===== config.mk =====
export PLATFORM = sky130hd
export DESIGN_NAME = axil_master_cmd
export DESIGN_NICKNAME = d
export VERILOG_FILES = /design/src/rtl/axil_pkg.sv /design/src/rtl/axil_master_cmd.sv
export SDC_FILE = /design/constraint.sdc
export NUM_CORES = 1
export LEC_CHECK = 0
export CAP_MARGIN = 20
export CORE_AREA = 4 4 132 71
export CTS_CLUSTER_DIAMETER = 30
export CTS_CLUSTER_SIZE = 10
export DETAILED_ROUTE_END_ITERATION = 8
export DIE_AREA = 0 0 136 75
export GPL_ROUTABILITY_DRIVEN = 0
export PLACE_DENSITY = 0.83
export SYNTH_ARGS = -nofsm -noshare
export SYNTH_HDL_FRONTEND = slang
export SYNTH_SLANG_ARGS = --single-unit

===== constraint.sdc =====
create_clock -name aclk -period 4.33 [get_ports aclk]
set_input_delay 0.866 -clock aclk [delete_from_list [all_inputs] [get_ports aclk]]
set_output_delay 0.866 -clock aclk [all_outputs]
set_load 0.05 [all_outputs]

===== src/rtl/axil_pkg.sv =====
// Shared AXI4-Lite definitions: master FSM states and response codes.
package axil_pkg;

    typedef enum logic [2:0] {
        IDLE   = 3'd0,
        WR     = 3'd1,
        WAIT_B = 3'd2,
        RD     = 3'd3,
        WAIT_R = 3'd4,
        RSP    = 3'd5
    } state_t;

    localparam logic [1:0] RESP_OKAY   = 2'b00;
    localparam logic [1:0] RESP_SLVERR = 2'b10;
    localparam logic [1:0] RESP_DECERR = 2'b11;

endpackage


===== src/rtl/axil_master_cmd.sv =====
// AXI4-Lite initiator: one single-word command in, one AXI-Lite read or write
// out, one response back. Only one transaction is ever in flight.
// Optional watchdog: define AXIL_MASTER_TIMEOUT_EN to enable the sticky
// timeout flag; without it the timeout output is tied low.
module axil_master_cmd
    import axil_pkg::*;
#(
    parameter int ADDR_WIDTH     = 4,
    parameter int TIMEOUT_CYCLES = 1024
) (
    input  logic                  aclk,
    input  logic                  aresetn,
    // Command port
    input  logic                  cmd_valid,
    output logic                  cmd_ready,
    input  logic                  cmd_write,
    input  logic [ADDR_WIDTH-1:0] cmd_addr,
    input  logic [31:0]           cmd_wdata,
    input  logic [3:0]            cmd_wstrb,
    // Response port
    output logic                  rsp_valid,
    input  logic                  rsp_ready,
    output logic [31:0]           rsp_rdata,
    output logic [1:0]            rsp_resp,
    // AW channel
    output logic [ADDR_WIDTH-1:0] awaddr,
    output logic [2:0]            awprot,
    output logic                  awvalid,
    input  logic                  awready,
    // W channel
    output logic [31:0]           wdata,
    output logic [3:0]            wstrb,
    output logic                  wvalid,
    input  logic                  wready,
    // B channel
    input  logic [1:0]            bresp,
    input  logic                  bvalid,
    output logic                  bready,
    // AR channel
    output logic [ADDR_WIDTH-1:0] araddr,
    output logic [2:0]            arprot,
    output logic                  arvalid,
    input  logic                  arready,
    // R channel
    input  logic [31:0]           rdata,
    input  logic [1:0]            rresp,
    input  logic                  rvalid,
    output logic                  rready,
    // Watchdog
    output logic                  timeout
);

    // A zero limit would flag on the very first busy cycle.
    if (TIMEOUT_CYCLES < 1) begin : g_bad_timeout_cfg
        $error("axil_master_cmd: TIMEOUT_CYCLES must be >= 1");
    end

    state_t                state_q, state_d;
    logic                  aw_done_q, w_done_q;
    logic [ADDR_WIDTH-1:0] addr_q;
    logic [31:0]           wdata_q;
    logic [3:0]            wstrb_q;
    logic [31:0]           rsp_rdata_q;
    logic [1:0]            rsp_resp_q;

    logic cmd_hs, aw_hs, w_hs, b_hs, ar_hs, r_hs, rsp_hs;

    // Every handshake strobe and every bus output decodes from registered
    // state, so there is no combinational path from cmd_* to the AXI side.
    assign cmd_ready = (state_q == IDLE);
    assign awvalid   = (state_q == WR) && !aw_done_q;
    assign wvalid    = (state_q == WR) && !w_done_q;
    assign bready    = (state_q == WAIT_B);
    assign arvalid   = (state_q == RD);
    assign rready    = (state_q == WAIT_R);
    assign rsp_valid = (state_q == RSP);

    assign cmd_hs = cmd_valid && cmd_ready;
    assign aw_hs  = awvalid && awready;
    assign w_hs   = wvalid && wready;
    assign b_hs   = bvalid && bready;
    assign ar_hs  = arvalid && arready;
    assign r_hs   = rvalid && rready;
    assign rsp_hs = rsp_valid && rsp_ready;

    assign awaddr    = addr_q;
    assign araddr    = addr_q;
    assign awprot    = 3'b000;
    assign arprot    = 3'b000;
    assign wdata     = wdata_q;
    assign wstrb     = wstrb_q;
    assign rsp_rdata = rsp_rdata_q;
    assign rsp_resp  = rsp_resp_q;

    // State register.
    always_ff @(posedge aclk or negedge aresetn) begin
        // NOTE: sequential state is updated with <= so every flop samples
        // the pre-edge values regardless of block evaluation order.
        if (!aresetn) state_q <= IDLE;
        else          state_q <= state_d;
    end

    // Next-state decode; AW and W may complete in either order or together.
    always_comb begin
        // NOTE: default first so no path through the case leaves state_d
        // unassigned, which would otherwise infer a latch.
        state_d = state_q;
        unique case (state_q)
            IDLE:    if (cmd_hs) state_d = cmd_write ? WR : RD;
            WR:      if ((aw_done_q || aw_hs) && (w_done_q || w_hs)) state_d = WAIT_B;
            WAIT_B:  if (b_hs) state_d = RSP;
            RD:      if (ar_hs) state_d = WAIT_R;
            WAIT_R:  if (r_hs) state_d = RSP;
            RSP:     if (rsp_hs) state_d = IDLE;
            default: state_d = IDLE;
        endcase
    end

    // Command capture, per-channel completion flags and response capture.
    always_ff @(posedge aclk or negedge aresetn) begin
        // NOTE: payload and response registers are reset too, so the bus
        // and response ports read as zero after reset rather than X.
        if (!aresetn) begin
            aw_done_q   <= 1'b0;
            w_done_q    <= 1'b0;
            addr_q      <= '0;
            wdata_q     <= '0;
            wstrb_q     <= '0;
            rsp_rdata_q <= '0;
            rsp_resp_q  <= RESP_OKAY;
        end else begin
            if (cmd_hs) begin
                addr_q    <= cmd_addr;
                wdata_q   <= cmd_wdata;
                wstrb_q   <= cmd_wstrb;
                aw_done_q <= 1'b0;
                w_done_q  <= 1'b0;
            end
            if (aw_hs) aw_done_q <= 1'b1;
            if (w_hs)  w_done_q  <= 1'b1;
            if (b_hs) begin
                rsp_rdata_q <= '0;
                rsp_resp_q  <= bresp;
            end
            if (r_hs) begin
                rsp_rdata_q <= rdata;
                rsp_resp_q  <= rresp;
            end
        end
    end

`ifdef AXIL_MASTER_TIMEOUT_EN
    logic [31:0] wd_cnt_q;
    logic        timeout_q;
    logic        busy;

    assign busy    = (state_q == WR) || (state_q == WAIT_B) ||
                     (state_q == RD) || (state_q == WAIT_R);
    assign timeout = timeout_q;

    // Watchdog: counts busy cycles from command accept; the flag only
    // reports, the transaction keeps waiting so the bus stays legal.
    always_ff @(posedge aclk or negedge aresetn) begin
        if (!aresetn) begin
            wd_cnt_q  <= '0;
            timeout_q <= 1'b0;
        end else if (cmd_hs) begin
            wd_cnt_q  <= '0;
            timeout_q <= 1'b0;
        end else if (busy) begin
            if (wd_cnt_q != 32'hFFFF_FFFF) wd_cnt_q <= wd_cnt_q + 32'd1;
            if (wd_cnt_q + 32'd1 >= 32'(TIMEOUT_CYCLES)) timeout_q <= 1'b1;
        end
    end
`else
    assign timeout = 1'b0;
`endif

endmodule


==> flow_summary.json, run 1 <==
{
  "post_drt_wl_per_cell_um": 17.7,
  "p_switching_mw": 2.15,
  "drive_gt1_share_pct": 17.0,
  "ys_ff_latch": 79,
  "cts.sinks": 79,
  "vias_per_cell": 4.69,
  "place_ws_ns": 1.49,
  "grt_pass1_wl_mm": 13.5,
  "drtIter0Drc": 119,
  "dr.pass1.iters": 4,
  "clock.fmax_mhz": 314,
  "dr_total_vias": 2366,
  "io_buffers": 170,
  "syn_area_um2": 3370,
  "seqCellArea_um2": 1980,
  "cp_max_fo": 12,
  "tightest_slew_ns": 0.972,
  "final-hold-violation-count": 0,
  "root_buffer": "clkbuf_16",
  "grt_pass1_vias": 2537,
  "start_util_pct": 40.6,
  "area_growth_pct": 58.8,
  "run_status": "finished, final reports clean",
  "crit_required_ns": 3.46,
  "synthCells": 220,
  "dieArea_um2": 10200,
  "fp.dieW_um": 136,
  "yosysTopAreaCell": "dfrtp_1",
  "ir_drop_v": 0.000469,
  "place_hpwl_mm": 6.50,
  "crit_arrival_ns": 2.32,
  "whs_path_depth": 1,
  "yosysTopAreaCellShare_pct": 58.6,
  "fill_cells": 632,
  "post-place-cells": 489,
  "seq_power_share_pct": 26.9,
  "diodes": 0,
  "slew-limit-headroom_pct": 35.2,
  "worst_slack_ns": 1.15,
  "design_area_um2": 5360,
  "cts_resized": 0,
  "p_per_area_nw_per_um2": 893,
  "cts_tree": "done",
  "rsz0062_at_grt": "no",
  "switching_share_pct": 45.0,
  "clkTransAtPathRegs_ns": 0.06,
  "setup_viol": 0,
  "drt-total-wl_mm": 8.93,
  "synth.distinct_cells": 30,
  "clkLatencyLatePin_ns": 0.32,
  "yosys_warnings": 0,
  "setup_tns_ns": 0,
  "hold_path.class": "register to register",
  "place_area_um2": 5040,
  "cts_buffers": 9,
  "maxCapViolCount": 0,
  "drc_errors": 0,
  "cp-start-kind": "register",
  "p_int_mw": 2.63,
  "layout.nets": 469,
  "clock_skew_ns": 0.00485,
  "grt_start_max_net_pins": 80,
  "layout_commonest_cell": "clkdlybuf4s50_1",
  "syn_avg_cell_area_um2": 15.3,
  "maxSlewViolCount": 0,
  "ios": 178,
  "clock_path_buffers": 2,
  "htree_num_levels": 3,
  "final_cell_mix": "clkdlybuf4s50_1 (169), dfrtp_1 (79), mux2_4 (38)",
  "comb_power_share_pct": 56.8,
  "worstSetupPathType": "register to primary output",
  "num_rows": 24,
  "post-route-util_pct": 64.4,
  "p_leak_nw": 2.34,
  "final_cells": 505,
  "reg2regPathDepth": 3,
  "end_kind": "primary output",
  "die_y_um": 75,
  "core_area_um2": 8320,
  "multi_input_area_um2": 1180,
  "antenna_found_initial": 0,
  "ant_nets": 0,
  "clkPwrFrac_pct": 16.2,
  "postCtsSetupBuffers": 0,
  "finalCritPeriodShare_pct": 73.6,
  "track_usage_pct": 17.4,
  "fin_crit_ns": 3.18,
  "seq_area_frac_synth_pct": 58.6,
  "synth_area_leaders": "dfrtp_1 (59%), mux2_4 (17%), a22o_1 (8.3%)",
  "grt_overflow_total": 0,
  "postCtsHoldBufs": 0
}
-- synth_stat cells --
cell,instances
a21oi_1,1
a222oi_1,1
a22o_1,32
and2_4,1
and3b_2,2
and4bb_1,1
and4bb_2,1
buf_12,5
buf_2,10
buf_4,11
conb_1,1
dfrtp_1,79
inv_1,1
mux2_2,2
mux2_4,38
mux2i_1,5
nand2_1,7
nand2b_1,2
nand3b_1,1
nor2_1,4
nor3_2,1
nor3b_1,3
o211ai_1,1
o21ai_0,4
o21ai_2,1
o21bai_1,1
o221ai_1,1
o22ai_1,1
or2_2,1
or3_1,1
-- stage by stage --
step / hold slack [ns] / power [mW]
2_1_floorplan: 0.473 / 3.19
3_3_place_gp: 0.482 / 3.97
3_5_place_dp: 0.482 / 4.02
4_1_cts: 0.504 / 4.83
5_1_grt: 0.517 / 4.99
6_report: 0.499 / 4.79
-- critical path: stages, from the launching register on --
cell and delay (ns):
dfrtp_1 0.55, inv_1 0.17, or3_1 0.37, nor2_1 0.10, clkdlybuf4s50_1 0.80
-- layer usage --
layer / part of all wire (%) / track usage, % / up-vias
met5: 0 / 0 / -
met4: 0.90 / 5.36 / 0
met3: 11 / 8.74 / 5
met2: 43 / 25.7 / 112
met1: 46 / 22.7 / 1150
li1: - / - / 1099
-- sequential cells by signal, summed over array words and instances (netlist names) --
register   cells
aw_done_q      1
w_done_q       1
wdata         32
araddr         4
rsp_resp       2
state_q        3
rsp_rdata     32
wstrb          4
-- worst paths after layout --
check                                               from                        to  slack [ns]
worst min-delay path            rsp_rdata[5]$_DFFE_PN0P_  rsp_rdata[5]$_DFFE_PN0P_        0.50
worst max-delay path              state_q[0]$_DFFE_PN0P_                    wvalid        1.15
worst min register to register  rsp_rdata[5]$_DFFE_PN0P_  rsp_rdata[5]$_DFFE_PN0P_        0.50
worst max register to register    state_q[1]$_DFFE_PN0P_      wdata[1]$_DFFE_PN0P_        2.30
max in group asynchronous                        aresetn  rsp_rdata[2]$_DFFE_PN0P_        3.00
min in group asynchronous                        aresetn      wdata[8]$_DFFE_PN0P_        0.69
-- power groups by stage --
stage / clock network (mW) / logic (mW) / registers (mW)
floorplan: 0 / 0.935 / 2.25
global placement: 0 / 2.69 / 1.28
detailed placement: 0 / 2.74 / 1.29
CTS: 0.796 / 2.74 / 1.29
global route: 0.834 / 2.82 / 1.33
finish: 0.777 / 2.72 / 1.29
-- logic make-up after synthesis --
kind of cell	after synthesis	share of synthesized area, %
muxes	45	19.1
and+or+nand+nor	25	4.75
other	1	0.111
DFF	79	58.6
buffers and inverters	27	7.01
AOI/OAI and AO/OA	43	10.5
-- area by class of cell --
type | count | share of cell area [%]
Inverter | 1 | 0.0701
Clock inverter | 4 | 0.957
Clock buffer | 12 | 4.97
Tap cell | 117 | 2.73
Timing Repair Buffer | 172 | 32.3
Sequential cell | 79 | 36.9
Multi-Input combinational cell | 120 | 22.1
(Power assumes the default switching activity.)
==> inputs of run 2 (changes only) <==
--- a/config.mk
+++ b/config.mk
@@ -6,13 +6,13 @@
 export NUM_CORES = 1
 export LEC_CHECK = 0
 export CAP_MARGIN = 20
-export CORE_AREA = 4 4 132 71
+export CORE_AREA = 4 4 142 76
 export CTS_CLUSTER_DIAMETER = 30
 export CTS_CLUSTER_SIZE = 10
 export DETAILED_ROUTE_END_ITERATION = 8
-export DIE_AREA = 0 0 136 75
+export DIE_AREA = 0 0 146 80
 export GPL_ROUTABILITY_DRIVEN = 0
-export PLACE_DENSITY = 0.83
+export PLACE_DENSITY = 0.76
 export SYNTH_ARGS = -nofsm -noshare
 export SYNTH_HDL_FRONTEND = slang
 export SYNTH_SLANG_ARGS = --single-unit
==> constraint.sdc (replaced) <==
create_clock -name aclk -period 2.6 [get_ports aclk]
set_input_delay 0.52 -clock aclk [delete_from_list [all_inputs] [get_ports aclk]]
set_output_delay 0.52 -clock aclk [all_outputs]
set_load 0.05 [all_outputs]
==> run 2 against run 1 <==
Die area up 15%. Sequential power up 64%. Clock power up 74%. Critical endpoint is now awvalid. Largest cell class unchanged. Cell area up 1.3%. First-iteration DRC count down 15%. Sequential share of layout area down 0.48 points.
==> flow_summary.json, run 2 (same netlist as run 1, synthesis figures left out) <==
{
  "cts_resized": 0,
  "cp_max_fo": 12,
  "dr.pass1.iters": 6,
  "rsz0062_at_grt": "no",
  "fp.dieW_um": 146,
  "drtIter0Drc": 101,
  "clkTransAtPathRegs_ns": 0.06,
  "clock_path_buffers": 2,
  "cts_tree": "done",
  "hold_path.class": "primary input to asynchronous set/reset pin",
  "clock.fmax_mhz": 432,
  "ant_nets": 0,
  "cp-start-kind": "register",
  "clkLatencyLatePin_ns": 0.33,
  "vias_per_cell": 4.74,
  "fill_cells": 735,
  "place_hpwl_mm": 7.12,
  "r2r_start": "state_q[2]$_DFFE_PN0P_",
  "root_buffer": "clkbuf_16",
  "dr_total_vias": 2426,
  "antenna_found_initial": 0,
  "clock_skew_ns": 0.00388,
  "wl_met2_mm": 5.39,
  "maxCapViolCount": 0,
  "grt_start_max_net_pins": 45,
  "final_cell_mix": "clkdlybuf4s50_1 (162), dfrtp_1 (79), mux2_4 (38)",
  "start_util_pct": 36.1,
  "crit_arrival_ns": 1.79,
  "whs_ns": 0.192,
  "finalCritPeriodShare_pct": 89.0,
  "num_rows": 25,
  "setup_viol": 0,
  "layout_commonest_cell": "clkdlybuf4s50_1",
  "final-hold-violation-count": 0,
  "ir_drop_v": 0.000559,
  "track_usage_pct": 16.3,
  "worstSetupEndpoint": "awvalid",
  "p_per_area_nw_per_um2": 1490,
  "tightest_slew_ns": 0.591,
  "htree_num_levels": 3,
  "grt_pass1_vias": 2575,
  "wl_met1_mm": 3.49,
  "grt_overflow_total": 0,
  "dieArea_um2": 11700,
  "highest_layer": "met4",
  "postCtsSetupBuffers": 0,
  "maxSlewViolCount": 0,
  "layout.nets": 472,
  "die_y_um": 80,
  "diodes": 0,
  "fin_crit_ns": 2.31,
  "finalPower_mw": 8.07,
  "setup_tns_ns": 0,
  "slew-limit-headroom_pct": 60.6,
  "grt_pass1_wl_mm": 14.5,
  "p_leak_nw": 2.43,
  "ios": 178,
  "end_kind": "primary output",
  "cts_buffers": 9,
  "drt-total-wl_mm": 9.47,
  "drc_errors": 0,
  "post_drt_wl_per_cell_um": 18.5,
  "area_growth_pct": 60.9,
  "met3_length_um": 288,
  "io_buffers": 170,
  "crit_required_ns": 2.08,
  "core_area_um2": 9350,
  "rrSetupSlack_ns": 0.76,
  "setup.worst_path.start": "state_q[0]$_DFFE_PN0P_",
  "postCtsHoldBufs": 0,
  "drive_gt1_share_pct": 18.7,
  "cts.sinks": 79,
  "worstSetupPathType": "register to primary output",
  "run_status": "finished, final reports clean",
  "reg2reg_to": "wdata[26]$_DFFE_PN0P_",
  "reg2regPathDepth": 4
}
-- run 2: cell count changes in the layout (fill, tap and decap cells not counted), sizes merged --
cell	previous run	this run
buf	3	10
clkdlybuf4s50	169	162
dlymetal6s2s	0	3
clkbuf	12	14
clkinvlp	1	0
inv	2	1
-- run 2: where the power goes --
part / internal [mW] / total (mW) / switching, mW
clock: 0.873 / 1.35 / 0.481
combinational: 1.83 / 4.59 / 2.76
sequential: 1.76 / 2.12 / 0.366
-- run 2: worst min-delay path by stage --
stage                        startpoint                        to  slack (ns)  cells after the start
2_1_floorplan                   aresetn     araddr[0]$_DFFE_PN0P_        0.22                      0
3_3_place_gp   rsp_rdata[6]$_DFFE_PN0P_  rsp_rdata[6]$_DFFE_PN0P_        0.48                      1
3_5_place_dp   rsp_rdata[7]$_DFFE_PN0P_  rsp_rdata[7]$_DFFE_PN0P_        0.48                      1
4_1_cts                         aresetn      wstrb[1]$_DFFE_PN0P_        0.21                      1
5_1_grt                         aresetn      wstrb[2]$_DFFE_PN0P_        0.24                      1
6_report                        aresetn     araddr[2]$_DFFE_PN0P_        0.19                      1
-- run 2: through the flow --
| step | util, % | area [µm²] | worst slack (ns) | cells |
|---|---|---|---|---|
| floorplan | - | 3400 | 0.292 | 226 |
| global placement | 54.4 | 5090 | 0.419 | 496 |
| detailed placement | 54.4 | 5090 | 0.390 | 496 |
| CTS | 58.0 | 5420 | 0.0166 | 512 |
| global route | 58.0 | 5430 | 0.169 | 512 |
| finish | 58.0 | 5430 | 0.286 | 512 |
-- run 2: final cells by class --
type | count | area (µm²) | area share (%)
Clock buffer | 14 | 294 | 5.42
Clock inverter | 2 | 35.0 | 0.645
Inverter | 1 | 3.75 | 0.0691
Multi-Input combinational cell | 120 | 1180 | 21.8
Sequential cell | 79 | 1980 | 36.4
Tap cell | 121 | 151 | 2.79
Timing Repair Buffer | 175 | 1780 | 32.9
-- run 2: per-layer routing --
metal	vias up	track usage [%]
met2	50	31.1
met3	21	4.37
li1	1108	-
met1	1247	17.1
met4	0	7.22
met5	-	0
-- run 2: critical path, stage by stage (launching register included) --
cell and delay [ns]:
dfrtp_1 0.55, inv_1 0.16, or3_1 0.38, nor2_1 0.19, buf_12 0.17
==> inputs of run 3 (changes only) <==
--- a/config.mk
+++ b/config.mk
@@ -11,7 +11,6 @@
 export CTS_CLUSTER_SIZE = 10
 export DETAILED_ROUTE_END_ITERATION = 8
 export DIE_AREA = 0 0 146 80
-export GPL_ROUTABILITY_DRIVEN = 0
 export PLACE_DENSITY = 0.76
 export SYNTH_ARGS = -nofsm -noshare
 export SYNTH_HDL_FRONTEND = slang
==> results of run 3 <==
No change in the layout: final DEF, timing and power equal those of run 2.
